$ cat config.mk
export PLATFORM = sky130hd
export DESIGN_NAME = mem_lock_arbiter_flat
export DESIGN_NICKNAME = d
export VERILOG_FILES = /design/src/rtl/mem_lock_arbiter_if.sv /design/src/rtl/mem_lock_arbiter.sv /design/src/flat_wrapper.sv
export SDC_FILE = /design/constraint.sdc
export NUM_CORES = 1
export LEC_CHECK = 0
export BUFFER_PORTS_ARGS = -buffer_cell sky130_fd_sc_hd__buf_2
export CORE_MARGIN = 2
export CORE_UTILIZATION = 48
export DETAILED_ROUTE_END_ITERATION = 12
export GPL_TIMING_DRIVEN = 1
export PLACE_DENSITY = 0.82
export SETUP_SLACK_MARGIN = 0.3
export SYNTH_ARGS = -nofsm -noshare
export SYNTH_HDL_FRONTEND = slang
export SYNTH_SLANG_ARGS = --single-unit
$ cat constraint.sdc
create_clock -name clk -period 3.3 [get_ports clk]
set_input_delay 0.495 -clock clk [delete_from_list [all_inputs] [get_ports clk]]
set_output_delay 0.495 -clock clk [all_outputs]
set_load 0.02 [all_outputs]
$ cat src/rtl/mem_lock_arbiter_if.sv
// Per-core memory/lock request bundle plus the arbiter's responses.
// The arbiter attaches through the slave modport. The core/memory side uses master.
interface mem_lock_arbiter_if #(
  parameter int C  = 2,
  parameter int AW = 10
);
  logic [C-1:0]    main_mem_read_request;
  logic [C-1:0]    main_mem_write_request;
  logic [C*16-1:0] main_mem_read_adr;
  logic [C*16-1:0] main_mem_write_adr;
  logic [C*16-1:0] main_mem_write_dat;
  logic [C*AW-1:0] lock_adr;
  logic [C-1:0]    lock_en;
  logic [C-1:0]    unlock_en;

  logic [C-1:0]    main_mem_ac;
  logic            mem_re;
  logic            mem_we;
  logic [15:0]     mem_adr;
  logic [15:0]     mem_wdat;
  logic [C-1:0]    lock_ac;

  modport master (
    output main_mem_read_request, main_mem_write_request,
           main_mem_read_adr, main_mem_write_adr, main_mem_write_dat,
           lock_adr, lock_en, unlock_en,
    input  main_mem_ac, mem_re, mem_we, mem_adr, mem_wdat, lock_ac
  );

  modport slave (
    input  main_mem_read_request, main_mem_write_request,
           main_mem_read_adr, main_mem_write_adr, main_mem_write_dat,
           lock_adr, lock_en, unlock_en,
    output main_mem_ac, mem_re, mem_we, mem_adr, mem_wdat, lock_ac
  );
endinterface

$ cat src/rtl/mem_lock_arbiter.sv
// Shared main-memory arbiter and lock table for C cores.
// Memory: round-robin, one registered grant per cycle, writes win over reads
// inside a core. Locks: one operation per cycle, unlocks first, a lock request
// that cannot be granted this cycle is skipped so it never blocks others.
module mem_lock_arbiter #(
  parameter int C     = 2,
  parameter int LOCKS = 4,
  parameter int AW    = 10
) (
  input  logic              clk,
  input  logic              reset,
  mem_lock_arbiter_if.slave bus
);
  localparam int CW = (C > 1) ? $clog2(C) : 1;
  localparam int IW = (LOCKS > 1) ? $clog2(LOCKS) : 1;

  // ---------------- memory path ----------------
  logic [CW-1:0] rr_ptr;
  logic [C-1:0]  mem_ac_q;
  logic          mem_re_q;
  logic          mem_we_q;
  logic [15:0]   mem_adr_q;
  logic [15:0]   mem_wdat_q;

  logic [C-1:0]  mem_req;
  logic          mem_found;
  logic [CW-1:0] mem_sel;
  logic [C-1:0]  mem_onehot;
  logic          sel_we;
  logic [15:0]   sel_adr;
  logic [15:0]   sel_wdat;

  // Core index base+off, wrapped modulo C (off never exceeds C).
  function automatic logic [CW-1:0] wrap_idx(input logic [CW-1:0] base, input int off);
    int sum;
    sum = int'(base) + off;
    if (sum >= C) sum = sum - C;
    return CW'(sum);
  endfunction

  // Pick the first unmasked requester from the round-robin pointer and gather its bus values.
  always_comb begin
    // NOTE: every variable gets a default before any conditional update so no latch is inferred.
    mem_req    = (bus.main_mem_read_request | bus.main_mem_write_request) & ~mem_ac_q;
    mem_found  = 1'b0;
    mem_sel    = '0;
    mem_onehot = '0;
    sel_we     = 1'b0;
    sel_adr    = '0;
    sel_wdat   = '0;
    // NOTE: blocking assignments here; mem_found must update within the same pass of the loop.
    for (int k = 0; k < C; k++) begin
      if (!mem_found && mem_req[wrap_idx(rr_ptr, k)]) begin
        mem_found = 1'b1;
        mem_sel   = wrap_idx(rr_ptr, k);
      end
    end
    for (int i = 0; i < C; i++) begin
      if (mem_found && mem_sel == CW'(i)) begin
        mem_onehot[i] = 1'b1;
        sel_we        = bus.main_mem_write_request[i];
        sel_adr       = sel_we ? bus.main_mem_write_adr[16*i +: 16]
                               : bus.main_mem_read_adr[16*i +: 16];
        sel_wdat      = sel_we ? bus.main_mem_write_dat[16*i +: 16] : 16'h0000;
      end
    end
  end

  // Register the grant and strobes; advance the pointer past the granted core.
  always_ff @(posedge clk or posedge reset) begin
    if (reset) begin
      rr_ptr     <= '0;
      mem_ac_q   <= '0;
      mem_re_q   <= 1'b0;
      mem_we_q   <= 1'b0;
      mem_adr_q  <= '0;
      mem_wdat_q <= '0;
    end else begin
      // NOTE: non-blocking for all registered state so every flop samples pre-edge values.
      mem_ac_q   <= mem_onehot;
      mem_re_q   <= mem_found & ~sel_we;
      mem_we_q   <= mem_found & sel_we;
      mem_adr_q  <= sel_adr;
      mem_wdat_q <= sel_wdat;
      if (mem_found) rr_ptr <= wrap_idx(mem_sel, 1);
    end
  end

  // ---------------- lock path ----------------
  logic [LOCKS-1:0] lk_valid;
  logic [AW-1:0]    lk_adr   [LOCKS];
  logic [CW-1:0]    lk_owner [LOCKS];
  logic [C-1:0]     lock_ac_q;

  logic             free_any;
  logic [IW-1:0]    free_idx;
  logic [C-1:0]     hit_any;
  logic [C-1:0]     hit_own;
  logic [C-1:0]     grantable;
  logic [C-1:0]     unl_req;
  logic [C-1:0]     lck_req;
  logic             lk_found;
  logic             lk_unlock;
  logic [CW-1:0]    lk_sel;
  logic [C-1:0]     lk_onehot;
  logic [AW-1:0]    op_adr;
  logic             op_hit;
  logic [LOCKS-1:0] op_clear;
  logic             op_alloc;

  // Table lookup per core, candidate choice (unlocks first, lowest index), and the resulting edit.
  always_comb begin
    free_any  = 1'b0;
    free_idx  = '0;
    hit_any   = '0;
    hit_own   = '0;
    grantable = '0;
    for (int e = LOCKS - 1; e >= 0; e--) begin
      if (!lk_valid[e]) begin
        free_any = 1'b1;
        free_idx = IW'(e);
      end
    end
    for (int i = 0; i < C; i++) begin
      for (int e = 0; e < LOCKS; e++) begin
        if (lk_valid[e] && lk_adr[e] == bus.lock_adr[AW*i +: AW]) begin
          hit_any[i] = 1'b1;
          if (lk_owner[e] == CW'(i)) hit_own[i] = 1'b1;
        end
      end
      // Held by self: re-entrant grant. Held by another: wait. Unheld: needs a free entry.
      grantable[i] = hit_any[i] ? hit_own[i] : free_any;
    end

    unl_req   = bus.unlock_en & ~lock_ac_q;
    lck_req   = bus.lock_en & ~lock_ac_q & grantable;
    lk_found  = 1'b0;
    lk_unlock = 1'b0;
    lk_sel    = '0;
    for (int i = C - 1; i >= 0; i--) begin
      if (lck_req[i]) begin
        lk_found = 1'b1;
        lk_sel   = CW'(i);
      end
    end
    for (int i = C - 1; i >= 0; i--) begin
      if (unl_req[i]) begin
        lk_found  = 1'b1;
        lk_unlock = 1'b1;
        lk_sel    = CW'(i);
      end
    end

    lk_onehot = '0;
    op_adr    = '0;
    op_hit    = 1'b0;
    for (int i = 0; i < C; i++) begin
      if (lk_found && lk_sel == CW'(i)) begin
        lk_onehot[i] = 1'b1;
        op_adr       = bus.lock_adr[AW*i +: AW];
        op_hit       = hit_any[i];
      end
    end
    op_clear = '0;
    for (int e = 0; e < LOCKS; e++) begin
      if (lk_unlock && lk_valid[e] && lk_adr[e] == op_adr && lk_owner[e] == lk_sel)
        op_clear[e] = 1'b1;
    end
  end

  assign op_alloc = lk_found & ~lk_unlock & ~op_hit;

  // Lock acknowledge and entry valid bits.
  always_ff @(posedge clk or posedge reset) begin
    if (reset) begin
      lk_valid  <= '0;
      lock_ac_q <= '0;
    end else begin
      lock_ac_q <= lk_onehot;
      lk_valid  <= (lk_valid & ~op_clear) | (op_alloc ? (LOCKS'(1) << free_idx) : '0);
    end
  end

  // Entry payload written on allocation.
  // NOTE: payload needs no reset; an entry's contents are ignored while its valid bit is clear.
  always_ff @(posedge clk) begin
    if (op_alloc) begin
      lk_adr[free_idx]   <= op_adr;
      lk_owner[free_idx] <= lk_sel;
    end
  end

  assign bus.main_mem_ac = mem_ac_q;
  assign bus.mem_re      = mem_re_q;
  assign bus.mem_we      = mem_we_q;
  assign bus.mem_adr     = mem_adr_q;
  assign bus.mem_wdat    = mem_wdat_q;
  assign bus.lock_ac     = lock_ac_q;
endmodule

$ cat src/flat_wrapper.sv
// flat-port wrapper written by rule: the top's interface ports become plain ports
module mem_lock_arbiter_flat 
#(
  parameter int C     = 2,
  parameter int LOCKS = 4,
  parameter int AW    = 10
)
  (clk, reset, bus_main_mem_read_request, bus_main_mem_write_request, bus_main_mem_read_adr, bus_main_mem_write_adr, bus_main_mem_write_dat, bus_lock_adr, bus_lock_en, bus_unlock_en, bus_main_mem_ac, bus_mem_re, bus_mem_we, bus_mem_adr, bus_mem_wdat, bus_lock_ac);
  mem_lock_arbiter_if #(.C(C), .AW(AW)) bus_i ();
  input  logic clk;
  input  logic reset;
  input wire logic [$bits(bus_i.main_mem_read_request)-1:0] bus_main_mem_read_request;
  input wire logic [$bits(bus_i.main_mem_write_request)-1:0] bus_main_mem_write_request;
  input wire logic [$bits(bus_i.main_mem_read_adr)-1:0] bus_main_mem_read_adr;
  input wire logic [$bits(bus_i.main_mem_write_adr)-1:0] bus_main_mem_write_adr;
  input wire logic [$bits(bus_i.main_mem_write_dat)-1:0] bus_main_mem_write_dat;
  input wire logic [$bits(bus_i.lock_adr)-1:0] bus_lock_adr;
  input wire logic [$bits(bus_i.lock_en)-1:0] bus_lock_en;
  input wire logic [$bits(bus_i.unlock_en)-1:0] bus_unlock_en;
  output wire logic [$bits(bus_i.main_mem_ac)-1:0] bus_main_mem_ac;
  output wire logic [$bits(bus_i.mem_re)-1:0] bus_mem_re;
  output wire logic [$bits(bus_i.mem_we)-1:0] bus_mem_we;
  output wire logic [$bits(bus_i.mem_adr)-1:0] bus_mem_adr;
  output wire logic [$bits(bus_i.mem_wdat)-1:0] bus_mem_wdat;
  output wire logic [$bits(bus_i.lock_ac)-1:0] bus_lock_ac;
  assign bus_i.main_mem_read_request = bus_main_mem_read_request;
  assign bus_i.main_mem_write_request = bus_main_mem_write_request;
  assign bus_i.main_mem_read_adr = bus_main_mem_read_adr;
  assign bus_i.main_mem_write_adr = bus_main_mem_write_adr;
  assign bus_i.main_mem_write_dat = bus_main_mem_write_dat;
  assign bus_i.lock_adr = bus_lock_adr;
  assign bus_i.lock_en = bus_lock_en;
  assign bus_i.unlock_en = bus_unlock_en;
  assign bus_main_mem_ac = bus_i.main_mem_ac;
  assign bus_mem_re = bus_i.mem_re;
  assign bus_mem_we = bus_i.mem_we;
  assign bus_mem_adr = bus_i.mem_adr;
  assign bus_mem_wdat = bus_i.mem_wdat;
  assign bus_lock_ac = bus_i.lock_ac;
  mem_lock_arbiter #(.C(C), .LOCKS(LOCKS), .AW(AW)) u_core (.clk(clk), .reset(reset), .bus(bus_i));
endmodule
==> tab_implementation.tex, run 1 <==
\begin{tabular}{lr}
\hline
Metric & Value \\
\hline
\multicolumn{2}{l}{\textbf{Die}} \\
\quad Floorplan row count & 39 \\
\quad Width of the die & 112 um \\
\quad IO Pins & 164 \\
\quad Initial core utilization & 0.494 \\
\quad Chip height & 112 um \\
\quad Die area & 12,600 um\^{}2 \\
\quad Area of the placeable core & 11,400 um\^{}2 \\
\multicolumn{2}{l}{\textbf{Setup path}} \\
\quad Register-to-register setup slack & 0.04 ns \\
\quad Critical path capture point type & flip-flop \\
\quad WS Path Type & flip-flop to flip-flop \\
\quad Arrival time reported for the critical path endpoint & 3.47 ns \\
\quad Critical-path maximum fanout & 8 \\
\quad Required time at the worst-slack endpoint & 3.51 ns \\
\quad Startpoint type of the worst setup path & flip-flop \\
\quad Endpoint of the worst-slack reg-to-reg timing path & u\_core.lk\_valid[1] \\
\quad Worst R2R Start & u\_core.lk\_adr[0][5] \\
\quad Worst reg-to-reg path cell count & 13 \\
\multicolumn{2}{l}{\textbf{Yosys}} \\
\quad EDFF count, synth & 44 \\
\quad Flops \& latches, synth & 87 \\
\quad Top area cells in the synthesized netlist & sky130\_fd\_sc\_hd\_\_edfxtp\_1 23\%, sky130\_fd\_sc\_hd\_\_dfrtp\_1 19\%, sky130\_fd\_sc\_hd\_\_xnor2\_1 10\%, sky130\_fd\_sc\_hd\_\_mux2i\_1 5.7\%, sky130\_fd\_sc\_hd\_\_a22o\_1 3.4\% \\
\quad Gate count of the mapped netlist & 553 \\
\quad Synthesized area per cell & 10.2 um\^{}2 \\
\quad Largest area contributor in the netlist & sky130\_fd\_sc\_hd\_\_edfxtp\_1 \\
\quad Portion of synthesized cell area occupied by the leading cell type & 0.234 \\
\quad Area of the mapped netlist & 5640 um\^{}2 \\
\quad Register area share after synthesis & 0.425 \\
\quad Proportion of synthesized flip-flops having asynchronous set or reset & 0.494 \\
\quad Most common flop cell mapped by yosys & sky130\_fd\_sc\_hd\_\_edfxtp\_1 \\
\quad Commonest cells post-synth & 67 x sky130\_fd\_sc\_hd\_\_xnor2\_1, 44 x sky130\_fd\_sc\_hd\_\_edfxtp\_1, 43 x sky130\_fd\_sc\_hd\_\_dfrtp\_1 \\
\quad Count of unique library cells instantiated by Yosys & 71 \\
\quad Number of nets produced by synthesis & 679 \\
\quad Most numerous cell in the Yosys netlist & sky130\_fd\_sc\_hd\_\_xnor2\_1 \\
\quad Count of yosys warnings during synthesis & 0 \\
\multicolumn{2}{l}{\textbf{Clock network}} \\
\quad Cell at the root of the clock tree & sky130\_fd\_sc\_hd\_\_clkbuf\_16 \\
\quad TritonCTS clock tree & done \\
\quad Number of H-tree levels & 3 \\
\quad \# clock sinks & 87 \\
\quad Register clock-pin slew on the reported worst setup and hold paths & 0.07 ns \\
\quad Maximum clock insertion buffer count & 2 \\
\quad Total CTS buffers & 9 \\
\quad Clock network latency to the later pin of the worst-skew pair & 0.34 ns \\
\multicolumn{2}{l}{\textbf{STA}} \\
\quad Number of max-slew violations in the final report & 0 \\
\quad Hold\_ws & 0.365 ns \\
\quad Clock period minus final worst setup slack & 3.26 ns \\
\quad Final setup violation count & 0 \\
\quad Relative slew slack & 0.238 \\
\quad Ratio of final minimum period to clock period & 0.989 \\
\quad FMAX & 307 MHz \\
\quad Hold Vio Cnt, Final & 0 \\
\quad Final worst clock skew & 0.0103 ns \\
\quad RSZ-0062 raised after global routing & yes \\
\quad Slack of the critical path & 0.0375 ns \\
\quad Transition time at the pin with the least slew margin & 1.14 ns \\
\multicolumn{2}{l}{\textbf{Route}} \\
\quad Drt initial violations & 677 \\
\quad Vias per cell & 6.10 \\
\quad Vias & 6,045 \\
\quad Residual antenna-violating net count after detailed routing & 0 \\
\quad Number of remaining DRC errors & 0 \\
\quad Aggregate routed wire length & 23,700 um \\
\quad TritonRoute pass-1 iters & 5 \\
\quad WL/cell & 23.9 um \\
\multicolumn{2}{l}{\textbf{Worst hold path}} \\
\quad Min-Delay Path Class & primary input to asynchronous set/reset pin \\
\multicolumn{2}{l}{\textbf{Finish}} \\
\quad Diode count & 0 \\
\quad Area growth from synthesis to layout & 48.2\% \\
\quad Share of cells above drive strength 1 & 0.472 \\
\quad Nets@finish & 969 \\
\multicolumn{2}{l}{\textbf{Global route}} \\
\quad Total GRT Usage & 0.365 \\
\quad Number of global-route vias before repair & 5,981 \\
\quad Wire length of the first global-routing pass & 34,400 um \\
\quad Initial antenna violation count & 0 \\
\quad Final global-route overflow total & 0 \\
\quad Maximum number of pins on one net before global-route repair & 44 \\
\multicolumn{2}{l}{\textbf{Placement}} \\
\quad Count of buffers inserted at the top-level ports & 163 \\
\quad GP Congestion & 1.10 \\
\quad Hpwl dp & 17,900 um \\
\quad Worst slack at placement & -0.188 ns \\
\multicolumn{2}{l}{\textbf{Power}} \\
\quad Static leakage & 0.00378 uW \\
\quad Power density cells & 511 nW/um\^{}2 \\
\quad Worst voltage drop across the vdd grid & 0.534 mV \\
\multicolumn{2}{l}{\textbf{Run}} \\
\quad Max Cap Violations & 0 \\
\multicolumn{2}{l}{\textbf{Run status}} \\
\quad Run status & complete, no violations \\
\hline
\end{tabular}
## routing by layer
layer | wire [um] | GRT usage | up-vias
met5 | 0 | 0 | -
met1 | 8890 | 0.462 | 2916
met3 | 2250 | 0.0686 | 82
met4 | 1400 | 0.204 | 0
li1 | - | - | 2644
met2 | 11200 | 0.592 | 403
## worst max-delay path, cell delays in order (launching register included)
cell and delay (ns):
sky130_fd_sc_hd__edfxtp_1 0.55, sky130_fd_sc_hd__xnor2_1 0.19, sky130_fd_sc_hd__nand4_1 0.17, sky130_fd_sc_hd__nor3_1 0.08, sky130_fd_sc_hd__buf_4 0.15, sky130_fd_sc_hd__a2111oi_4 0.39
sky130_fd_sc_hd__a21oi_2 0.11, sky130_fd_sc_hd__o31a_1 0.16, sky130_fd_sc_hd__buf_4 0.16, sky130_fd_sc_hd__buf_8 0.14, sky130_fd_sc_hd__a211o_1 0.34, sky130_fd_sc_hd__xnor2_1 0.21
sky130_fd_sc_hd__nand4_1 0.12, sky130_fd_sc_hd__o31a_1 0.35
## stage by stage
stage	setup TNS, ns	util	total power, uW	cells	area (um^2)
floorplan	0	-	2360	553	5720
global placement	-3.81	0.647	3010	934	7380
detailed placement	-6.40	0.647	3050	934	7380
CTS	0	0.710	4160	977	8110
global route	-0.239	0.732	4410	991	8360
finish	0	0.732	4270	991	8360
## cell type report
| type | count | area (um^2) |
|---|---|---|
| multi-input cells | 409 | 3280 |
| fillers | 815 | 3060 |
| flip-flops and latches | 87 | 2400 |
| repair buffers | 319 | 2140 |
| clock buffers | 11 | 254 |
| well taps | 143 | 179 |
| inverters | 17 | 68.8 |
| clock inverters | 5 | 37.5 |
## cell families after synthesis
group,count (synthesis),share of synthesized area
AND/OR/NAND/NOR,150,0.147
multiplexers,33,0.0595
flip-flops,87,0.425
AO/OA/AOI/OAI,139,0.185
XOR/XNOR,86,0.134
buffers and inverters,58,0.0499
## flip-flops by register name, indices dropped and copies added (netlist names)
signal                  count
u_core.bus.main_mem_ac      2
u_core.lk_adr              40
u_core.bus.mem_wdat        16
u_core.lk_valid             4
u_core.bus.lock_ac          2
u_core.bus.mem_adr         16
u_core.lk_owner             4
u_core.bus.mem_we           1
u_core.rr_ptr               1
u_core.bus.mem_re           1
## where the power goes
part | internal (uW) | switching [uW] | total, uW | leakage (uW)
clock network | 563 | 445 | 1010 | 0.000143
logic | 733 | 1010 | 1740 | 0.00269
registers | 1380 | 132 | 1520 | 0.000944
## worst max path at each step
stage | start | to | slack [ns] | depth (start not counted)
after global routing | u_core.lk_adr[3][3] | u_core.lk_valid[3] | -0.06 | 16
after global placement | bus_lock_adr[18] | u_core.lk_owner[0] | -0.13 | 11
after detailed placement | bus_lock_adr[18] | u_core.lk_adr[3][1] | -0.19 | 11
after CTS | u_core.lk_adr[3][9] | u_core.lk_valid[3] | 0.17 | 16
after floorplan | bus_lock_adr[7] | u_core.lk_adr[2][0] | 0.18 | 13
final | u_core.lk_adr[0][5] | u_core.lk_valid[1] | 0.04 | 13
## timing repair
item                       4_1_cts  5_1_grt
setup endpoints to repair       76       80
setup buffers                   26       13
gates resized for setup         41       30
cloned                           1        1
pin swaps                       16       20
hold buffers                     0        0
## placed cells by master, fill, tap and decap left out, types with 4 or more instances in the layout
cell type	count
sky130_fd_sc_hd__buf_6	20
sky130_fd_sc_hd__nor3_1	14
sky130_fd_sc_hd__inv_1	13
sky130_fd_sc_hd__and3_4	4
sky130_fd_sc_hd__nand2_1	31
sky130_fd_sc_hd__nor2_1	22
sky130_fd_sc_hd__edfxtp_1	44
sky130_fd_sc_hd__nor2b_1	5
sky130_fd_sc_hd__nand4_1	12
sky130_fd_sc_hd__a21oi_1	14
sky130_fd_sc_hd__inv_4	4
sky130_fd_sc_hd__mux2i_1	32
sky130_fd_sc_hd__a22oi_1	5
sky130_fd_sc_hd__buf_12	4
sky130_fd_sc_hd__xor2_1	19
sky130_fd_sc_hd__nor2_4	4
sky130_fd_sc_hd__a31oi_1	8
sky130_fd_sc_hd__nor4_1	6
sky130_fd_sc_hd__nand3_1	14
sky130_fd_sc_hd__dfrtp_1	43
sky130_fd_sc_hd__a22o_1	22
sky130_fd_sc_hd__clkbuf_16	11
sky130_fd_sc_hd__nor4bb_1	4
sky130_fd_sc_hd__nor3_2	4
sky130_fd_sc_hd__xnor2_1	53
sky130_fd_sc_hd__buf_4	130
sky130_fd_sc_hd__nand3b_1	5
sky130_fd_sc_hd__nand2b_1	4
sky130_fd_sc_hd__o22ai_1	28
sky130_fd_sc_hd__xnor2_2	12
sky130_fd_sc_hd__o21ai_0	13
sky130_fd_sc_hd__buf_2	163
sky130_fd_sc_hd__nand2_2	4
Note: power is estimated with default switching activity, not from simulation.
==> inputs of run 2 (changes only) <==
--- a/config.mk
+++ b/config.mk
@@ -11,7 +11,7 @@
 export DETAILED_ROUTE_END_ITERATION = 12
 export GPL_TIMING_DRIVEN = 1
 export PLACE_DENSITY = 0.82
-export SETUP_SLACK_MARGIN = 0.3
+export SETUP_SLACK_MARGIN = 0.02
 export SYNTH_ARGS = -nofsm -noshare
 export SYNTH_HDL_FRONTEND = slang
 export SYNTH_SLANG_ARGS = --single-unit
==> tab_implementation.tex, run 2 (synthesis gave the netlist of run 1 again) <==
\begin{tabular}{lr}
\hline
Metric & Value \\
\hline
\multicolumn{2}{l}{\textbf{Global route}} \\
\quad Wire length of the first global-routing pass & 33,900 um (was 34,400 um) \\
\quad Initial antenna violation count & 0 (unchanged) \\
\quad Maximum number of pins on one net before global-route repair & 44 (unchanged) \\
\quad Met1 track demand over resource & 0.450 (was 0.462) \\
\quad Number of global-route vias before repair & 5,896 (was 5,981) \\
\quad Met2 track utilization from global routing & 0.601 (was 0.592) \\
\quad Most used routing layer in global routing & met2 (unchanged) \\
\quad Final global-route overflow total & 0 (unchanged) \\
\quad Total GRT Usage & 0.358 (was 0.365) \\
\quad Global-route met3 utilization & 0.0659 (was 0.0686) \\
\multicolumn{2}{l}{\textbf{Clock network}} \\
\quad Number of H-tree levels & 3 (unchanged) \\
\quad TritonCTS clock tree & done (unchanged) \\
\quad Register clock-pin slew on the reported worst setup and hold paths & 0.07 ns (about the same) \\
\quad Maximum clock insertion buffer count & 2 (unchanged) \\
\quad Total CTS buffers & 9 (unchanged) \\
\quad Post-cts hold buffer count & 0 (unchanged) \\
\quad Cell at the root of the clock tree & sky130\_fd\_sc\_hd\_\_clkbuf\_16 (unchanged) \\
\quad Clock network latency to the later pin of the worst-skew pair & 0.35 ns (was 0.34 ns) \\
\quad \# clock sinks & 87 (unchanged) \\
\multicolumn{2}{l}{\textbf{Finish}} \\
\quad Flip-flop count of the largest register after layout & 40 (unchanged) \\
\quad Most frequent standard cell in the layout excluding fill and tap cells & sky130\_fd\_sc\_hd\_\_buf\_2 (unchanged) \\
\quad Register ranked first by flip-flop count & u\_core.lk\_adr (unchanged) \\
\quad Diode count & 0 (unchanged) \\
\quad Share of cells above drive strength 1 & 0.449 (was 0.472) \\
\quad Final design instance area without fill & 8140 um\^{}2 (was 8360 um\^{}2) \\
\quad Commonest cells after routing, fill and taps aside & 163 x sky130\_fd\_sc\_hd\_\_buf\_2, 141 x sky130\_fd\_sc\_hd\_\_buf\_4, 57 x sky130\_fd\_sc\_hd\_\_xnor2\_1, 44 x sky130\_fd\_sc\_hd\_\_edfxtp\_1, 43 x sky130\_fd\_sc\_hd\_\_dfrtp\_1 (was 163 x sky130\_fd\_sc\_hd\_\_buf\_2, 130 x sky130\_fd\_sc\_hd\_\_buf\_4, 53 x sky130\_fd\_sc\_hd\_\_xnor2\_1, 44 x sky130\_fd\_sc\_hd\_\_edfxtp\_1, 43 x sky130\_fd\_sc\_hd\_\_dfrtp\_1) \\
\quad Area growth from synthesis to layout & 44.3\% (was 48.2\%) \\
\quad Nets@finish & 961 (was 969) \\
\quad Fill cell count & 871 (was 815) \\
\multicolumn{2}{l}{\textbf{Route}} \\
\quad Residual antenna-violating net count after detailed routing & 0 (unchanged) \\
\quad WL/cell & 23.1 um (was 23.9 um) \\
\quad Aggregate routed wire length & 22,700 um (was 23,700 um) \\
\quad Number of remaining DRC errors & 0 (unchanged) \\
\quad Drt initial violations & 552 (was 677) \\
\quad TritonRoute pass-1 iters & 6 (was 5) \\
\quad Vias & 5,878 (was 6,045) \\
\quad Vias per cell & 5.98 (was 6.10) \\
\multicolumn{2}{l}{\textbf{Die}} \\
\quad Die area & 12,600 um\^{}2 (unchanged) \\
\quad Area of the placeable core & 11,400 um\^{}2 (unchanged) \\
\quad Floorplan row count & 39 (unchanged) \\
\quad Width of the die & 112 um (unchanged) \\
\quad Chip height & 112 um (unchanged) \\
\quad IO Pins & 164 (unchanged) \\
\quad Initial core utilization & 0.494 (unchanged) \\
\multicolumn{2}{l}{\textbf{Power}} \\
\quad Total Power Consumption & 4240 uW (was 4270 uW) \\
\quad Clock group share of total power & 0.258 (was 0.236) \\
\quad Net switching power & 1530 uW (was 1590 uW) \\
\quad Combinational fraction of design power & 0.387 (was 0.408) \\
\quad Switching share of power & 0.360 (was 0.372) \\
\quad Sequential fraction of design power & 0.355 (about the same) \\
\quad Worst voltage drop across the vdd grid & 0.442 mV (was 0.534 mV) \\
\quad Power density cells & 521 nW/um\^{}2 (was 511 nW/um\^{}2) \\
\quad Internal power of the cells & 2710 uW (was 2680 uW) \\
\quad Static leakage & 0.00370 uW (was 0.00378 uW) \\
\multicolumn{2}{l}{\textbf{STA}} \\
\quad Final worst clock skew & 0.00872 ns (was 0.0103 ns) \\
\quad Slack of the critical path & 0.0463 ns (was 0.0375 ns) \\
\quad FMAX & 307 MHz (about the same) \\
\quad Clock period minus final worst setup slack & 3.25 ns (was 3.26 ns) \\
\quad Relative slew slack & 0.312 (was 0.238) \\
\quad Final setup violation count & 0 (unchanged) \\
\quad Hold\_ws & 0.348 ns (was 0.365 ns) \\
\quad Hold Vio Cnt, Final & 0 (unchanged) \\
\quad Transition time at the pin with the least slew margin & 1.03 ns (was 1.14 ns) \\
\quad Ratio of final minimum period to clock period & 0.986 (was 0.989) \\
\quad Number of max-slew violations in the final report & 0 (unchanged) \\
\quad Setup Total Neg Slack & 0 ns (unchanged) \\
\multicolumn{2}{l}{\textbf{Setup path}} \\
\quad Arrival time reported for the critical path endpoint & 3.52 ns (was 3.47 ns) \\
\quad Ordered list of cells on the worst path & xnor2\_1, nand2\_1, nor4\_4, a2111oi\_4, a21oi\_2, o31a\_1, buf\_6, buf\_4, o21ai\_0, buf\_4, xnor2\_1, a32oi\_1, a31oi\_1 (was xnor2\_1, nand4\_1, nor3\_1, buf\_4, a2111oi\_4, a21oi\_2, o31a\_1, buf\_4, buf\_8, a211o\_1, xnor2\_1, nand4\_1, o31a\_1) \\
\quad Startpoint type of the worst setup path & flip-flop (unchanged) \\
\quad Required time at the worst-slack endpoint & 3.57 ns (was 3.51 ns) \\
\quad Largest stage delay on the critical path & 0.49 ns (was 0.55 ns) \\
\quad Critical-path maximum fanout & 8 (unchanged) \\
\quad Cell at the slowest stage of the critical path & sky130\_fd\_sc\_hd\_\_edfxtp\_1 (unchanged) \\
\quad Critical path capture point type & flip-flop (unchanged) \\
\quad WS Path Type & flip-flop to flip-flop (unchanged) \\
\multicolumn{2}{l}{\textbf{Run}} \\
\quad Max Cap Violations & 0 (unchanged) \\
\multicolumn{2}{l}{\textbf{Placement}} \\
\quad GP Congestion & 1.05 (was 1.10) \\
\quad Area post-placement & 7450 um\^{}2 (was 7380 um\^{}2) \\
\quad Count of buffers inserted at the top-level ports & 163 (unchanged) \\
\quad Hpwl dp & 18,000 um (was 17,900 um) \\
\quad Worst slack at placement & -0.366 ns (was -0.188 ns) \\
\multicolumn{2}{l}{\textbf{Run status}} \\
\quad Run status & complete, no violations (unchanged) \\
\multicolumn{2}{l}{\textbf{Worst hold path}} \\
\quad Min-Delay Path Class & primary input to asynchronous set/reset pin (unchanged) \\
\hline
\end{tabular}
[run 2: cell count changes in the layout (fill, tap and decap cells not counted), moves of 4 or more]
cell | previous run | this run
sky130_fd_sc_hd__buf_6 | 20 | 4
sky130_fd_sc_hd__buf_4 | 130 | 141
sky130_fd_sc_hd__nand2_1 | 31 | 36
sky130_fd_sc_hd__inv_4 | 4 | 0
sky130_fd_sc_hd__nand2_2 | 4 | 0
sky130_fd_sc_hd__nor2_4 | 4 | 0
sky130_fd_sc_hd__xnor2_1 | 53 | 57
[run 2: worst paths after layout]
check,slack [ns],start,depth (start not counted),endpoint
min,0.35,reset,2,u_core.bus.mem_wdat[6]
min reg2reg,0.55,u_core.rr_ptr,1,u_core.rr_ptr
max reg2reg,0.05,u_core.lk_adr[1][3],13,u_core.lk_valid[0]
min in group clk,0.36,bus_main_mem_write_dat[30],2,u_core.bus.mem_wdat[14]
max in group asynchronous,2.38,reset,2,u_core.bus.mem_adr[5]
max,0.05,u_core.lk_adr[1][3],13,u_core.lk_valid[0]
[run 2: through the flow]
stage          cells  utilization
2_1_floorplan    553            -
3_3_place_gp     951        0.653
3_5_place_dp     951        0.653
4_1_cts          975        0.690
5_1_grt          983        0.713
6_report         983        0.713
[run 2: cell type report]
cell class / instances / area [um^2] / share of cell area
inverter: 17 / 71.3 / 0.00877
timing repair buffer: 312 / 1990 / 0.245
sequential: 87 / 2400 / 0.295
clock buffer: 9 / 225 / 0.0277
tap: 143 / 179 / 0.0220
multi-input combinational: 408 / 3180 / 0.391
clock inverter: 7 / 87.6 / 0.0108
[run 2: power groups by stage]
stage,clock network [uW],logic (uW),registers (uW)
floorplan,0,623,1730
global placement,0,1510,1510
detailed placement,0,1540,1520
CTS,1100,1570,1500
global route,1150,1740,1520
finish,1090,1640,1510
[run 2: timing repair]
| item | CTS | global route |
|---|---|---|
| endpoints found under the setup margin | 52 | 66 |
| gates cloned | 0 | 0 |
| buffers inserted | 8 | 9 |
| gates resized for setup | 8 | 37 |
| pin swaps | 6 | 14 |
[run 2: critical path: cells and delay by family, from the launching register on]
family          cells  cell delay, ns
compound gates      6            1.03
simple gates        2            0.64
xor+xnor            2            0.50
flops               1            0.49
buf+inv             3            0.49
[run 2: per-layer routing]
metal	share of wire	wire, um
met1	0.39	8780
met2	0.48	10800
met3	0.085	1930
met4	0.050	1120
met5	0	0
==> inputs of run 3 (changes only) <==
--- a/config.mk
+++ b/config.mk
@@ -6,11 +6,12 @@
 export NUM_CORES = 1
 export LEC_CHECK = 0
 export BUFFER_PORTS_ARGS = -buffer_cell sky130_fd_sc_hd__buf_2
+export CORE_ASPECT_RATIO = 1.5
 export CORE_MARGIN = 2
-export CORE_UTILIZATION = 48
+export CORE_UTILIZATION = 50
 export DETAILED_ROUTE_END_ITERATION = 12
 export GPL_TIMING_DRIVEN = 1
-export PLACE_DENSITY = 0.82
+export PLACE_DENSITY = 0.81
 export SETUP_SLACK_MARGIN = 0.02
 export SYNTH_ARGS = -nofsm -noshare
 export SYNTH_HDL_FRONTEND = slang
==> constraint.sdc (replaced) <==
create_clock -name clk -period 3.7 [get_ports clk]
set_input_delay 0.555 -clock clk [delete_from_list [all_inputs] [get_ports clk]]
set_output_delay 0.555 -clock clk [all_outputs]
set_load 0.02 [all_outputs]
==> tab_implementation.tex, run 3 (synthesis gave the netlist of run 1 again) <==
\begin{tabular}{lr}
\hline
Metric & Value \\
\hline
\multicolumn{2}{l}{\textbf{Global route}} \\
\quad Number of global-route vias before repair & 5,641 (was 5,896) \\
\quad Final global-route overflow total & 0 (unchanged) \\
\quad Maximum number of pins on one net before global-route repair & 44 (unchanged) \\
\quad Wire length of the first global-routing pass & 30,800 um (was 33,900 um) \\
\quad Total GRT Usage & 0.336 (was 0.358) \\
\quad Initial antenna violation count & 0 (unchanged) \\
\multicolumn{2}{l}{\textbf{Route}} \\
\quad Drt initial violations & 593 (was 552) \\
\quad TritonRoute pass-1 iters & 5 (was 6) \\
\quad Number of remaining DRC errors & 0 (unchanged) \\
\quad Vias & 5,524 (was 5,878) \\
\quad Vias per cell & 6.06 (was 5.98) \\
\quad Aggregate routed wire length & 20,600 um (was 22,700 um) \\
\quad Residual antenna-violating net count after detailed routing & 0 (unchanged) \\
\quad WL/cell & 22.6 um (was 23.1 um) \\
\multicolumn{2}{l}{\textbf{Clock network}} \\
\quad Total CTS buffers & 9 (unchanged) \\
\quad TritonCTS clock tree & done (unchanged) \\
\quad Register clock-pin slew on the reported worst setup and hold paths & 0.07 ns (about the same) \\
\quad Clock network latency to the later pin of the worst-skew pair & 0.35 ns (about the same) \\
\quad Maximum clock insertion buffer count & 2 (unchanged) \\
\quad Post-CTS Resized & 0 (was 8) \\
\quad Number of H-tree levels & 3 (unchanged) \\
\quad Cell at the root of the clock tree & sky130\_fd\_sc\_hd\_\_clkbuf\_16 (unchanged) \\
\quad \# clock sinks & 87 (unchanged) \\
\multicolumn{2}{l}{\textbf{STA}} \\
\quad FMAX & 274 MHz (was 307 MHz) \\
\quad Ratio of final minimum period to clock period & 0.987 (was 0.986) \\
\quad Transition time at the pin with the least slew margin & 1.05 ns (was 1.03 ns) \\
\quad Final setup violation count & 0 (unchanged) \\
\quad Relative slew slack & 0.296 (was 0.312) \\
\quad Final worst clock skew & 0.0102 ns (was 0.00872 ns) \\
\quad RSZ-0062 raised after global routing & yes \\
\quad Hold Vio Cnt, Final & 0 (unchanged) \\
\quad Number of max-slew violations in the final report & 0 (unchanged) \\
\quad Clock period minus final worst setup slack & 3.65 ns (was 3.25 ns) \\
\multicolumn{2}{l}{\textbf{Power}} \\
\quad Static leakage & 0.00324 uW (was 0.00370 uW) \\
\quad Power density cells & 489 nW/um\^{}2 (was 521 nW/um\^{}2) \\
\quad Switching share of power & 0.373 (was 0.360) \\
\quad Net switching power & 1330 uW (was 1530 uW) \\
\quad Clock group share of total power & 0.261 (was 0.258) \\
\quad Internal power of the cells & 2240 uW (was 2710 uW) \\
\quad Sequential fraction of design power & 0.379 (was 0.355) \\
\quad Worst voltage drop across the vdd grid & 0.458 mV (was 0.442 mV) \\
\quad Combinational fraction of design power & 0.360 (was 0.387) \\
\multicolumn{2}{l}{\textbf{Finish}} \\
\quad Count of placed standard cells in the final layout, fillers left out & 911 (was 983) \\
\quad Area growth from synthesis to layout & 29.8\% (was 44.3\%) \\
\quad Register ranked first by flip-flop count & u\_core.lk\_adr (unchanged) \\
\quad Commonest cells after routing, fill and taps aside & 163 x sky130\_fd\_sc\_hd\_\_buf\_2, 70 x sky130\_fd\_sc\_hd\_\_buf\_4, 67 x sky130\_fd\_sc\_hd\_\_xnor2\_1, 44 x sky130\_fd\_sc\_hd\_\_edfxtp\_1, 43 x sky130\_fd\_sc\_hd\_\_dfrtp\_1 (was 163 x sky130\_fd\_sc\_hd\_\_buf\_2, 141 x sky130\_fd\_sc\_hd\_\_buf\_4, 57 x sky130\_fd\_sc\_hd\_\_xnor2\_1, 44 x sky130\_fd\_sc\_hd\_\_edfxtp\_1, 43 x sky130\_fd\_sc\_hd\_\_dfrtp\_1) \\
\quad Most frequent standard cell in the layout excluding fill and tap cells & sky130\_fd\_sc\_hd\_\_buf\_2 (unchanged) \\
\quad Post-route core utilization & 0.665 (was 0.713) \\
\quad Fill cell count & 896 (was 871) \\
\quad Share of cells above drive strength 1 & 0.360 (was 0.449) \\
\quad Final design instance area without fill & 7320 um\^{}2 (was 8140 um\^{}2) \\
\quad Flip-flop count of the largest register after layout & 40 (unchanged) \\
\quad Nets@finish & 885 (was 961) \\
\quad Diode count & 0 (unchanged) \\
\multicolumn{2}{l}{\textbf{Setup path}} \\
\quad Worst R2R Start & u\_core.lk\_adr[0][8] (was u\_core.lk\_adr[1][3]) \\
\quad Critical path capture point type & flip-flop (unchanged) \\
\quad Critical-path maximum fanout & 11 (was 8) \\
\quad WS Path Type & flip-flop to flip-flop (unchanged) \\
\quad Endpoint of the worst-slack reg-to-reg timing path & u\_core.lk\_adr[3][3] (was u\_core.lk\_valid[0]) \\
\quad Number of buffer and inverter instances along the worst setup path & 1 (was 3) \\
\quad Arrival time reported for the critical path endpoint & 3.61 ns (was 3.52 ns) \\
\quad Cell at the slowest stage of the critical path & sky130\_fd\_sc\_hd\_\_nor2\_1 (was sky130\_fd\_sc\_hd\_\_edfxtp\_1) \\
\quad Startpoint type of the worst setup path & flip-flop (unchanged) \\
\quad Ordered list of cells on the worst path & xnor2\_1, nand3\_1, nor3\_1, buf\_4, a2111oi\_4, a21oi\_1, o31a\_1, a31oi\_2, mux2\_4, nand2\_1, nor2\_1 (was xnor2\_1, nand2\_1, nor4\_4, a2111oi\_4, a21oi\_2, o31a\_1, buf\_6, buf\_4, o21ai\_0, buf\_4, xnor2\_1, a32oi\_1, a31oi\_1) \\
\quad Worst reg-to-reg path cell count & 11 (was 13) \\
\quad Largest stage delay on the critical path & 0.73 ns (was 0.49 ns) \\
\quad Required time at the worst-slack endpoint & 3.66 ns (was 3.57 ns) \\
\quad Critical path's top delay family & simple AND/OR/NAND/NOR gates (was compound AO/OA/AOI/OAI gates) \\
\quad Register-to-register setup slack & 0.05 ns (about the same) \\
\multicolumn{2}{l}{\textbf{Placement}} \\
\quad Instance count after placement with tap cells included & 895 (was 951) \\
\quad Hpwl dp & 16,600 um (was 18,000 um) \\
\quad Count of buffers inserted at the top-level ports & 163 (unchanged) \\
\quad Area post-placement & 7010 um\^{}2 (was 7450 um\^{}2) \\
\quad GP Congestion & 1.05 (about the same) \\
\multicolumn{2}{l}{\textbf{Die}} \\
\quad Chip height & 134 um (was 112 um) \\
\quad Floorplan row count & 47 (was 39) \\
\quad IO Pins & 164 (unchanged) \\
\quad Width of the die & 90.7 um (was 112 um) \\
\quad Area of the placeable core & 11,000 um\^{}2 (was 11,400 um\^{}2) \\
\quad Initial core utilization & 0.513 (was 0.494) \\
\quad Die area & 12,200 um\^{}2 (was 12,600 um\^{}2) \\
\multicolumn{2}{l}{\textbf{Run status}} \\
\quad Run status & complete, no violations (unchanged) \\
\multicolumn{2}{l}{\textbf{Run}} \\
\quad Max Cap Violations & 0 (unchanged) \\
\multicolumn{2}{l}{\textbf{Worst hold path}} \\
\quad Min-Delay Path Class & primary input to asynchronous set/reset pin (unchanged) \\
\hline
\end{tabular}
-- run 3: through the flow --
step,hold WS (ns),power [uW],setup TNS (ns),worst slack (ns)
floorplan,0.482,2090,0,0.261
global placement,0.500,2620,0,0.0433
detailed placement,0.516,2640,-0.582,-0.0537
CTS,0.416,3570,0,0.0827
global route,0.424,3710,-2.44,-0.119
finish,0.403,3570,0,0.0499
-- run 3: worst max-delay path by stage --
stage                           to                 from  cells after the start
2_1_floorplan  u_core.lk_adr[2][0]     bus_lock_adr[12]                     12
3_3_place_gp   u_core.lk_adr[3][4]      bus_lock_adr[6]                     11
3_5_place_dp   u_core.lk_adr[3][2]     bus_lock_adr[18]                     12
4_1_cts        u_core.lk_adr[3][0]  u_core.lk_adr[0][8]                     11
5_1_grt        u_core.lk_adr[3][0]  u_core.lk_adr[0][8]                     11
6_report       u_core.lk_adr[3][3]  u_core.lk_adr[0][8]                     11
-- run 3: cell type report --
class | instances | area, um^2 | share of cell area
clock inverter | 6 | 55.1 | 0.00752
sequential | 87 | 2400 | 0.328
tap | 147 | 184 | 0.0251
clock buffer | 10 | 250 | 0.0342
multi-input combinational | 408 | 2970 | 0.405
inverter | 17 | 63.8 | 0.00872
timing repair buffer | 236 | 1400 | 0.192
-- run 3: power groups by stage --
stage          Combinational (uW)  Sequential (uW)  Clock [uW]
2_1_floorplan                 554             1540           0
3_3_place_gp                 1260             1370           0
3_5_place_dp                 1280             1370           0
4_1_cts                      1280             1350         939
5_1_grt                      1370             1370         972
6_report                     1290             1350         932
-- run 3: metal layers --
metal	share of wire	wire (um)	vias up	GRT usage
met1	0.34	7070	2574	0.360
met3	0.077	1580	100	0.0624
met4	0.086	1770	0	0.256
met2	0.49	10100	372	0.583
met5	0	0	-	0
li1	-	-	2478	-
-- run 3: repair_timing --
item	in CTS	in global routing
hold buffers	0	0
setup buffers	0	0
setup endpoints to repair	0	22
